===== src/rtl/line_trig_sequencer_pkg.sv =====
// rtl/line_trig_sequencer_pkg.sv - shared types and default sizing for the line trigger sequencer
// Package line_trig_pkg: frame FSM state encoding and default CNT_W / PULSE_W / MIN_GAP.
package line_trig_pkg;

  localparam int DEF_CNT_W   = 16;
  localparam int DEF_PULSE_W = 8;
  localparam int DEF_MIN_GAP = 64;

  // Encoding is visible on state_o, so the values are fixed.
  typedef enum logic [1:0] {
    ST_IDLE   = 2'd0,
    ST_DELAY  = 2'd1,
    ST_ACTIVE = 2'd2,
    ST_DONE   = 2'd3
  } state_e;

endpackage


===== src/rtl/line_trig_sequencer_if.sv =====
// rtl/line_trig_sequencer_if.sv - control/config/status bundle of the line trigger sequencer
// Inputs (master drives): enable, arm, trig_toggle_in, dir_in, cfg_start_delay, cfg_lines,
//   cfg_continuous.
// Outputs (slave drives): line_trig_out, frame_active, frame_done, line_count, overrun_cnt, state_o.
interface line_trig_sequencer_if #(
  parameter int CNT_W = 16
) ();

  logic             enable;
  logic             arm;
  logic             trig_toggle_in;
  logic             dir_in;
  logic [CNT_W-1:0] cfg_start_delay;
  logic [CNT_W-1:0] cfg_lines;
  logic             cfg_continuous;

  logic             line_trig_out;
  logic             frame_active;
  logic             frame_done;
  logic [CNT_W-1:0] line_count;
  logic [7:0]       overrun_cnt;
  logic [1:0]       state_o;

  modport master (
    output enable, arm, trig_toggle_in, dir_in, cfg_start_delay, cfg_lines, cfg_continuous,
    input  line_trig_out, frame_active, frame_done, line_count, overrun_cnt, state_o
  );

  modport slave (
    input  enable, arm, trig_toggle_in, dir_in, cfg_start_delay, cfg_lines, cfg_continuous,
    output line_trig_out, frame_active, frame_done, line_count, overrun_cnt, state_o
  );

endinterface


===== src/rtl/line_trig_sequencer_pulse_gen.sv =====
// rtl/line_trig_sequencer_pulse_gen.sv - fixed-width pulse generator with minimum rising-edge spacing
// Module line_trig_pulse_gen.
// Ports: clk, rst (async, active high); req_i (qualified event asking for a line);
//   accept_o / drop_o (decision for req_i this cycle); rise_o (pulse_o rises on the next edge);
//   pulse_o (the line trigger); busy_o (pulse pending or high).
module line_trig_pulse_gen #(
  parameter int PULSE_W = 8,
  parameter int MIN_GAP = 64
) (
  input  logic clk,
  input  logic rst,
  input  logic req_i,
  output logic accept_o,
  output logic drop_o,
  output logic rise_o,
  output logic pulse_o,
  output logic busy_o
);

  localparam int GAP_W = $clog2(MIN_GAP + 1);
  localparam int PW_W  = $clog2(PULSE_W + 1);

  logic             start_q, start_d;
  logic             pulse_q, pulse_d;
  logic [PW_W-1:0]  wcnt_q, wcnt_d;
  logic [GAP_W-1:0] gap_q, gap_d;
  logic             gap_ok;

  // gap_q counts edges since the accepting edge, which precedes the rise by exactly one
  // cycle, so MIN_GAP-1 here means MIN_GAP cycles between the two rising edges. Since
  // MIN_GAP > PULSE_W this also guarantees the previous pulse has ended before the next rises.
  assign gap_ok   = (gap_q >= GAP_W'(MIN_GAP - 1));
  assign accept_o = req_i && gap_ok && !start_q;
  assign drop_o   = req_i && !accept_o;
  assign rise_o   = start_q;
  assign pulse_o  = pulse_q;
  assign busy_o   = start_q || pulse_q;

  always_comb begin
    start_d = accept_o;
    pulse_d = pulse_q;
    wcnt_d  = wcnt_q;
    gap_d   = gap_q;
    if (accept_o) begin
      gap_d = '0;
    end else if (gap_q != GAP_W'(MIN_GAP)) begin
      gap_d = gap_q + GAP_W'(1);
    end
    // wcnt holds the remaining high cycles after the current one.
    if (start_q) begin
      pulse_d = 1'b1;
      wcnt_d  = PW_W'(PULSE_W - 1);
    end else if (pulse_q) begin
      if (wcnt_q == '0) begin
        pulse_d = 1'b0;
      end else begin
        wcnt_d = wcnt_q - PW_W'(1);
      end
    end
  end

  always_ff @(posedge clk or posedge rst) begin
    if (rst) begin
      start_q <= 1'b0;
      pulse_q <= 1'b0;
      wcnt_q  <= '0;
      gap_q   <= GAP_W'(MIN_GAP);
    end else begin
      start_q <= start_d;
      pulse_q <= pulse_d;
      wcnt_q  <= wcnt_d;
      gap_q   <= gap_d;
    end
  end

endmodule


===== src/rtl/line_trig_sequencer.sv =====
// rtl/line_trig_sequencer.sv - frame/line trigger scheduler turning encoder toggles into line pulses
// Ports: fclk, rst (async, active high); bus (line_trig_sequencer_if.slave) carrying enable, arm,
//   trig_toggle_in, dir_in, cfg_* in and line_trig_out, frame_active, frame_done, line_count,
//   overrun_cnt, state_o out.
// Optional: REVERSE_TRACK_EN enables backlash tracking on dir_in.
module line_trig_sequencer
  import line_trig_pkg::*;
#(
  parameter int CNT_W   = DEF_CNT_W,
  parameter int PULSE_W = DEF_PULSE_W,
  parameter int MIN_GAP = DEF_MIN_GAP
) (
  input logic                  fclk,
  input logic                  rst,
  line_trig_sequencer_if.slave bus
);

  state_e           state_q, state_d;
  logic             tog_q;
  logic [CNT_W-1:0] dcnt_q, dcnt_d;
  logic [CNT_W-1:0] lc_q, lc_d;
  logic [7:0]       ovr_q, ovr_d;
  logic [CNT_W-1:0] sd_q, sd_d;
  logic [CNT_W-1:0] nl_q, nl_d;
  logic             cont_q, cont_d;

  logic evt, qual, frame_live, lines_reached, req;
  logic pg_accept, pg_drop, pg_rise, pg_pulse, pg_busy;
  logic unused_accept;

  assign evt           = bus.trig_toggle_in ^ tog_q;
  assign frame_live    = bus.enable && (state_q == ST_DELAY || state_q == ST_ACTIVE);
  assign lines_reached = (nl_q != '0) && (lc_q == nl_q);
  // Once the frame's lines are all issued, trailing events are neither lines nor overruns.
  assign req           = qual && bus.enable && (state_q == ST_ACTIVE) && !lines_reached;
  assign unused_accept = pg_accept;

`ifdef REVERSE_TRACK_EN
  logic [CNT_W-1:0] bl_q, bl_d;
  // Forward motion only counts again once it has undone all recorded reverse travel.
  assign qual = evt && bus.dir_in && (bl_q == '0);
`else
  logic unused_dir;
  assign unused_dir = bus.dir_in;
  assign qual       = evt;
`endif

  line_trig_pulse_gen #(
    .PULSE_W (PULSE_W),
    .MIN_GAP (MIN_GAP)
  ) u_pulse_gen (
    .clk      (fclk),
    .rst      (rst),
    .req_i    (req),
    .accept_o (pg_accept),
    .drop_o   (pg_drop),
    .rise_o   (pg_rise),
    .pulse_o  (pg_pulse),
    .busy_o   (pg_busy)
  );

  always_comb begin
    state_d = state_q;
    dcnt_d  = dcnt_q;
    lc_d    = lc_q;
    ovr_d   = ovr_q;
    sd_d    = sd_q;
    nl_d    = nl_q;
    cont_d  = cont_q;
`ifdef REVERSE_TRACK_EN
    bl_d    = bl_q;
    if (evt && frame_live) begin
      if (!bus.dir_in) begin
        if (bl_q != '1) bl_d = bl_q + CNT_W'(1);
      end else if (bl_q != '0) begin
        bl_d = bl_q - CNT_W'(1);
      end
    end
`endif
    if (pg_rise) lc_d = lc_q + CNT_W'(1);
    if (pg_drop && ovr_q != 8'hFF) ovr_d = ovr_q + 8'd1;

    case (state_q)
      ST_IDLE: begin
        if (bus.arm && bus.enable) begin
          state_d = ST_DELAY;
          dcnt_d  = '0;
          lc_d    = '0;
          ovr_d   = '0;
          sd_d    = bus.cfg_start_delay;
          nl_d    = bus.cfg_lines;
          cont_d  = bus.cfg_continuous;
`ifdef REVERSE_TRACK_EN
          bl_d    = '0;
`endif
        end
      end
      ST_DELAY: begin
        if (!bus.enable) begin
          if (!pg_busy) state_d = ST_IDLE;
        end else if (dcnt_q == sd_q) begin
          state_d = ST_ACTIVE;
        end else if (qual) begin
          dcnt_d = dcnt_q + CNT_W'(1);
        end
      end
      ST_ACTIVE: begin
        if (!bus.enable) begin
          if (!pg_busy) state_d = ST_IDLE;
        end else if (lines_reached && !pg_busy) begin
          state_d = ST_DONE;
        end
      end
      ST_DONE: begin
        if (cont_q && bus.enable) begin
          state_d = ST_DELAY;
          dcnt_d  = '0;
          lc_d    = '0;
          sd_d    = bus.cfg_start_delay;
          nl_d    = bus.cfg_lines;
          cont_d  = bus.cfg_continuous;
        end else begin
          state_d = ST_IDLE;
        end
      end
      default: state_d = ST_IDLE;
    endcase
  end

  always_ff @(posedge fclk or posedge rst) begin
    if (rst) begin
      state_q <= ST_IDLE;
      tog_q   <= 1'b0;
      dcnt_q  <= '0;
      lc_q    <= '0;
      ovr_q   <= '0;
      sd_q    <= '0;
      nl_q    <= '0;
      cont_q  <= 1'b0;
`ifdef REVERSE_TRACK_EN
      bl_q    <= '0;
`endif
    end else begin
      state_q <= state_d;
      tog_q   <= bus.trig_toggle_in;
      dcnt_q  <= dcnt_d;
      lc_q    <= lc_d;
      ovr_q   <= ovr_d;
      sd_q    <= sd_d;
      nl_q    <= nl_d;
      cont_q  <= cont_d;
`ifdef REVERSE_TRACK_EN
      bl_q    <= bl_d;
`endif
    end
  end

  assign bus.line_trig_out = pg_pulse;
  assign bus.frame_active  = (state_q == ST_DELAY) || (state_q == ST_ACTIVE);
  assign bus.frame_done    = (state_q == ST_DONE);
  assign bus.line_count    = lc_q;
  assign bus.overrun_cnt   = ovr_q;
  assign bus.state_o       = state_q;

endmodule


===== src/flat_wrapper.sv =====
// flat-port wrapper written by rule: the top's interface ports become plain ports
module line_trig_sequencer_flat import line_trig_pkg::*;
#(
  parameter int CNT_W   = DEF_CNT_W,
  parameter int PULSE_W = DEF_PULSE_W,
  parameter int MIN_GAP = DEF_MIN_GAP
)
  (fclk, rst, bus_enable, bus_arm, bus_trig_toggle_in, bus_dir_in, bus_cfg_start_delay, bus_cfg_lines, bus_cfg_continuous, bus_line_trig_out, bus_frame_active, bus_frame_done, bus_line_count, bus_overrun_cnt, bus_state_o);
  line_trig_sequencer_if #(.CNT_W(CNT_W)) bus_i ();
  input logic fclk;
  input logic rst;
  input wire logic [$bits(bus_i.enable)-1:0] bus_enable;
  input wire logic [$bits(bus_i.arm)-1:0] bus_arm;
  input wire logic [$bits(bus_i.trig_toggle_in)-1:0] bus_trig_toggle_in;
  input wire logic [$bits(bus_i.dir_in)-1:0] bus_dir_in;
  input wire logic [$bits(bus_i.cfg_start_delay)-1:0] bus_cfg_start_delay;
  input wire logic [$bits(bus_i.cfg_lines)-1:0] bus_cfg_lines;
  input wire logic [$bits(bus_i.cfg_continuous)-1:0] bus_cfg_continuous;
  output wire logic [$bits(bus_i.line_trig_out)-1:0] bus_line_trig_out;
  output wire logic [$bits(bus_i.frame_active)-1:0] bus_frame_active;
  output wire logic [$bits(bus_i.frame_done)-1:0] bus_frame_done;
  output wire logic [$bits(bus_i.line_count)-1:0] bus_line_count;
  output wire logic [$bits(bus_i.overrun_cnt)-1:0] bus_overrun_cnt;
  output wire logic [$bits(bus_i.state_o)-1:0] bus_state_o;
  assign bus_i.enable = bus_enable;
  assign bus_i.arm = bus_arm;
  assign bus_i.trig_toggle_in = bus_trig_toggle_in;
  assign bus_i.dir_in = bus_dir_in;
  assign bus_i.cfg_start_delay = bus_cfg_start_delay;
  assign bus_i.cfg_lines = bus_cfg_lines;
  assign bus_i.cfg_continuous = bus_cfg_continuous;
  assign bus_line_trig_out = bus_i.line_trig_out;
  assign bus_frame_active = bus_i.frame_active;
  assign bus_frame_done = bus_i.frame_done;
  assign bus_line_count = bus_i.line_count;
  assign bus_overrun_cnt = bus_i.overrun_cnt;
  assign bus_state_o = bus_i.state_o;
  line_trig_sequencer #(.CNT_W(CNT_W), .PULSE_W(PULSE_W), .MIN_GAP(MIN_GAP)) u_core (.fclk(fclk), .rst(rst), .bus(bus_i));
endmodule

===== config.mk =====
export PLATFORM = sky130hd
export DESIGN_NAME = line_trig_sequencer_flat
export DESIGN_NICKNAME = d
export VERILOG_FILES = /design/src/rtl/line_trig_sequencer_pkg.sv /design/src/rtl/line_trig_sequencer_if.sv /design/src/rtl/line_trig_sequencer_pulse_gen.sv /design/src/rtl/line_trig_sequencer.sv /design/src/flat_wrapper.sv
export SDC_FILE = /design/constraint.sdc
export NUM_CORES = 1
export LEC_CHECK = 0
export BUFFER_PORTS_ARGS = -buffer_cell sky130_fd_sc_hd__buf_2
export CELL_PAD_IN_SITES_DETAIL_PLACEMENT = 2
export CELL_PAD_IN_SITES_GLOBAL_PLACEMENT = 2
export CORE_ASPECT_RATIO = 1.5
export CORE_UTILIZATION = 39
export DETAILED_ROUTE_END_ITERATION = 8
export MAX_ROUTING_LAYER = met4
export PLACE_DENSITY_LB_ADDON = 0.1
export SETUP_SLACK_MARGIN = 0.2
export SLEW_MARGIN = 20
export SYNTH_ARGS = -nofsm -noshare
export SYNTH_HDL_FRONTEND = slang
export SYNTH_SLANG_ARGS = --single-unit

===== constraint.sdc =====
create_clock -name fclk -period 4.7 [get_ports fclk]
set_input_delay 0.235 -clock fclk [delete_from_list [all_inputs] [get_ports fclk]]
set_output_delay 0.235 -clock fclk [all_outputs]
set_load 0.01 [all_outputs]

==> results of run 1 <==
## critical path, cell delays in order (launching register included)
cell	delay, ps
dfrtp_1	410
inv_1	100
ha_1	280
nor2b_1	220
nor4_2	250
buf_4	560
nor2b_1	760
or4_1	230
nand2_1	50
## flip-flops by register name, indices dropped and copies added (netlist names)
| register | flops |
|---|---|
| u_core.bus.overrun_cnt | 8 |
| u_core.bus.state_o | 2 |
| u_core.sd_q | 16 |
| u_core.dcnt_q | 16 |
| u_core.u_pulse_gen.rise_o | 1 |
| u_core.u_pulse_gen.pulse_o | 1 |
| u_core.cont_q | 1 |
| u_core.u_pulse_gen.gap_q | 7 |
| u_core.bus.line_count | 16 |
| u_core.nl_q | 16 |
| u_core.tog_q | 1 |
| u_core.u_pulse_gen.wcnt_q | 4 |
## cell usage in the layout, fill, tap and decap left out, drive strengths merged, types with 10 or more instances in the layout
master   n
or3     10
mux2    33
o31ai   11
clkbuf  12
ha      10
a21oi   16
xor2    44
nand2   20
nand3   23
inv     20
o21ai   10
buf     68
nor4    15
nand4   12
nor2    39
dfrtp   88
xnor2   11
## final cells by class
class | instances | area share, %
multi-input cells | 316 | 41.66
inverters | 21 | 1.495
clock inverters | 4 | 0.5138
flip-flops and latches | 89 | 41.59
repair buffers | 68 | 6.446
well taps | 150 | 3.503
clock buffers | 12 | 4.787
## power groups by stage
stage / registers (mW) / clock network (mW) / logic, mW
2_1_floorplan: 1.07 / 0 / 0.547
3_3_place_gp: 1.10 / 0 / 0.696
3_5_place_dp: 1.11 / 0 / 0.720
4_1_cts: 1.10 / 0.717 / 0.724
5_1_grt: 1.12 / 0.736 / 0.780
6_report: 1.09 / 0.699 / 0.708
## worst max path at each step
stage                                startpoint                       end  cells after the start
after floorplan                             rst  u_core.bus.line_count[0]                      1
after global placement    u_core.bus.state_o[0]          u_core.dcnt_q[8]                      8
after detailed placement  u_core.bus.state_o[0]          u_core.dcnt_q[8]                      8
after CTS                 u_core.bus.state_o[0]          u_core.dcnt_q[8]                      8
after global routing      u_core.bus.state_o[0]          u_core.dcnt_q[8]                      8
final                     u_core.bus.state_o[0]          u_core.dcnt_q[5]                      8
## logic make-up after synthesis
group / count (synthesis) / share of synthesized area, %
mux: 34 / 8.324
buf+inv: 33 / 2.839
flops: 89 / 48.61
compound gates: 56 / 8.134
simple gates: 161 / 18.86
fa+ha+maj: 10 / 2.729
xor+xnor: 55 / 10.51
## per-layer routing
layer | track usage [%] | vias up | routed length, um
met2 | 40.32 | 56 | 6715
met3 | 3.153 | 17 | 324
met5 | - | - | 0
met4 | 7.975 | 0 | 230
li1 | - | 1692 | -
met1 | 23.27 | 1820 | 4928
==> flow_metrics.tcl, run 1 <==
set metrics [dict create \
    path_clk_slew_ps 60 \
    drt_iter0_markers 78 \
    cp_max_fo 51 \
    yosys.area.top_type "dfrtp_1" \
    p_comb_share_pct 28.3 \
    seq_power_share_pct 43.7 \
    synthCells 438 \
    die_w_um 90.53 \
    drt-wirelength-per-cell_um 18.48 \
    whs_ps 21.15 \
    core_area_um2 11470 \
    leakagePower_nw 2.467 \
    fillers 1227 \
    post_cts_resized 0 \
    rows 48 \
    p_total_mw 2.499 \
    reg2reg_to "u_core.dcnt_q[5]" \
    r2r-start "u_core.bus.state_o[0]" \
    cts_inserted_buffers 9 \
    crit_arrival_ps 3220 \
    min_from "bus_trig_toggle_in" \
    regArea_um2 2228 \
    synth-async-reset-ratio_pct 100.0 \
    totalWireLength_um 12200 \
    ant_nets 0 \
    place_inst 644 \
    synth-edff-count 0 \
    period_needed_ps 2997 \
    dp_hpwl_um 8822 \
    utilization_pct 46.71 \
    worstRegToRegCells 8 \
    n_antenna_cell 0 \
    slew_viol_final 0 \
    maxCapViolations 0 \
    synth_area_per_cell_um2 10.47 \
    grt_pass1_wl_um 20290 \
    fin_crit_sh_pct 63.76 \
    drc 0 \
    place_ws_ps 1628 \
    min_path_type "input port to register" \
    fin_cells 660 \
    grt_max_degree 52 \
    setup_tns_ps 0 \
    max_clock_freq_ghz 0.3337 \
    hold_buffers 0 \
    synth_area_leaders "dfrtp_1 48%, xor2_1 8.4%, mux2_2 8.1%" \
    vias 3585 \
    yosysWarnings 0 \
    tightest_slew_ps 1025 \
    worstHoldEndpoint "u_core.tog_q" \
    dieHeight_um 134.8 \
    synth-seq-area-share_pct 48.61 \
    cts_root_buf "clkbuf_16" \
    relSlewSlack_pct 31.41 \
    setup_ws_ps 1703 \
    grt_pass1_vias 4063 \
    ys.flop_type "dfrtp_1" \
    globalplace.congestion 0.8154 \
    placed_area_um2 5074 \
    rsz0062_at_grt "no" \
    clock_latency_ps 340 \
    ios 68 \
    multi_input_area_um2 2232 \
    whs_path_depth 1 \
    syn2layout_area_growth_pct 16.87 \
    ys_ff_latch 89 \
    grt_usage_pct 21.74 \
    finClkSkew_ps 6.175 \
    powerDensity_nw_per_um2 466.4 \
    vias_per_cell 5.432 \
    synth_nets 487 \
    grt-ovfl-total 0 \
    critical_path_class "register to register" \
    die-area_um2 12200 \
    synthDistinctLibCells 46 \
    ir_worst_vdd_mv 0.2788 \
    cp-start-kind "register" \
    syn_area_um2 4584 \
    clock_sinks 89 \
    postCtsSetupBuffers 0 \
    first_pass_iters 4 \
    cts_max_level 3 \
    crit_required_ps 4920 \
    start_util_pct 39.97 \
    tritoncts "yes" \
    clkPwrFrac_pct 28.0 \
    intPower_mw 1.667 \
    r2r_slack_ps 1700 \
    p_sw_mw 0.8315 \
    synth_top_area_share_pct 48.03 \
    sw_frac_of_total_pct 33.27 \
    end_kind "register" \
    status "complete, no violations" \
    grt_antenna_before_repair 0 \
    synth_most_common_cell "dfrtp_1" \
    port_buffers 66 \
    hold_violations 0 \
    drive_gt1_share_pct 25.10 \
    netlist_top_cells_count "88 x dfrtp_1, 44 x xor2_1, 39 x nor2_1" \
    fin_area_um2 5358 \
    cts_buffer_depth 2 \
    setup_viol 0 \
    nNetsFinal 554 \
]
Power figures use the tool's default switching activity.
==> run 2: changes to the inputs <==
- CORE_UTILIZATION: 39 -> 37
- clock period: 4.7 -> 3.05 ns (I/O delays scaled with it)
==> flow_metrics.tcl, run 2 (same netlist as run 1, synthesis figures left out) <==
set metrics [dict create \
    n_antenna_cell 0 \
    grt_pass1_wl_um 21370 \
    ant_nets 0 \
    fin_cells 668 \
    vias 3652 \
    final_common_cell "dfrtp_1" \
    totalWireLength_um 12790 \
    first_pass_iters 4 \
    ir_worst_vdd_mv 0.3162 \
    dieHeight_um 138.3 \
    dp_hpwl_um 9124 \
    max_clock_freq_ghz 0.3809 \
    grt_max_degree 46 \
    die-area_um2 12850 \
    path_clk_slew_ps 60 \
    hold_violations 0 \
    vias_per_cell 5.467 \
    utilization_pct 45.01 \
    tritoncts "yes" \
    cts_buffer_depth 2 \
    maxCapViolations 0 \
    min_path_type "input port to register" \
    cp-start-kind "register" \
    die_w_um 92.89 \
    grt_usage_pct 21.90 \
    powerDensity_nw_per_um2 718.5 \
    drt_iter0_markers 82 \
    min_from "bus_cfg_start_delay[14]" \
    crit_slowest_cell "or4b_4" \
    r2r-start "u_core.bus.state_o[0]" \
    cpPeakStageDelay_ps 560 \
    crit_required_ps 3330 \
    fin_area_um2 5409 \
    startpoint "u_core.bus.state_o[0]" \
    leakagePower_nw 2.486 \
    finClkSkew_ps 9.859 \
    post_cts_resized 0 \
    fillers 1307 \
    tightest_slew_ps 848.9 \
    setup_tns_ps 0 \
    end_kind "register" \
    placed_area_um2 5112 \
    setup_viol 0 \
    setup_ws_ps 425.0 \
    cts_root_buf "clkbuf_16" \
    globalplace.congestion 0.8040 \
    syn2layout_area_growth_pct 17.99 \
    drive_gt1_share_pct 25.05 \
    start_util_pct 38.15 \
    core_area_um2 12020 \
    rows 49 \
    worstPathCellList "inv_1, ha_1, nor2b_1, or4b_4, nor3_2, nand3_2, or4_1, nand2_1" \
    clock_sinks 89 \
    status "complete, no violations" \
    period_needed_ps 2625 \
    place_ws_ps 419.9 \
    grt_antenna_before_repair 0 \
    port_buffers 66 \
    fin_crit_sh_pct 86.07 \
    ios 68 \
    slew_viol_final 0 \
    rsz0062_at_grt "no" \
    critical_path_class "register to register" \
    grt-ovfl-total 0 \
    clock_latency_ps 340 \
    crit_arrival_ps 2910 \
    drc 0 \
    cp_max_fo 10 \
    grt_pass1_vias 4132 \
    final_cell_mix "88 x dfrtp_1, 66 x buf_2, 44 x xor2_1" \
    nNetsFinal 559 \
    cts_inserted_buffers 9 \
    cts_max_level 3 \
    drt-wirelength-per-cell_um 19.15 \
    relSlewSlack_pct 43.41 \
    place_inst 650 \
]
==> run 2: cell count changes in the layout (fill, tap and decap cells not counted), sizes merged <==
cell	change
clkinv	-3
clkbuf	+2
clkinvlp	+1
buf	+3
dlygate4sd3	+2
==> run 2: worst paths after layout <==
kind | to | slack [ps] | cells past startpoint
min in group asynchronous | u_core.dcnt_q[10] | 500 | 3
worst min register to register | u_core.sd_q[12] | 530 | 1
worst min-delay path | u_core.sd_q[14] | 40 | 2
max in group asynchronous | u_core.u_pulse_gen.gap_q[6] | 1790 | 4
worst max-delay path | u_core.dcnt_q[8] | 420 | 8
worst max register to register | u_core.dcnt_q[8] | 420 | 8
==> run 2: stage by stage <==
| stage | hold slack, ps | power (mW) |
|---|---|---|
| after floorplan | 183.9 | 2.485 |
| after global placement | 288.8 | 2.791 |
| after detailed placement | 295.2 | 2.852 |
| after CTS | 31.86 | 3.957 |
| after global routing | 35.71 | 4.107 |
| final | 40.45 | 3.886 |
==> run 2: what timing repair did <==
action	in CTS	in global routing
hold buffers	2	0
endpoints found under the hold margin	45	0
setup buffers	0	0
setup endpoints to repair	0	1
==> run 2: final cells by class <==
class                           instances  area (um2)  share of cell area [%]
Multi-Input combinational cell        316        2232                   41.27
Sequential cell                        89        2228                   41.20
Timing Repair Buffer                   73       400.4                   7.402
Clock buffer                           14       264.0                   4.881
Tap cell                              153       191.4                   3.539
Inverter                               21       80.08                   1.480
Clock inverter                          2       12.51                  0.2313
==> run 2: metal layers <==
metal / global-route usage [%] / routed length, um
met4: 6.316 / 209
met2: 40.21 / 7260
met1: 24.16 / 5035
met5: - / 0
met3: 2.915 / 284
==> run 2: power breakdown <==
| part | leakage (nW) | switching, mW | internal (mW) | total, mW |
|---|---|---|---|---|
| Sequential | 1.15 | 0.246 | 1.44 | 1.69 |
| Combinational | 1.21 | 0.583 | 0.554 | 1.14 |
| Clock | 0.133 | 0.464 | 0.598 | 1.06 |
==> run 2: critical path, delay by kind of cell (launching register included) <==
kind / cells / cell delay (ps)
DFF: 1 / 440
and+or+nand+nor: 6 / 1760
adders and majority gates: 1 / 280
buffers and inverters: 1 / 90
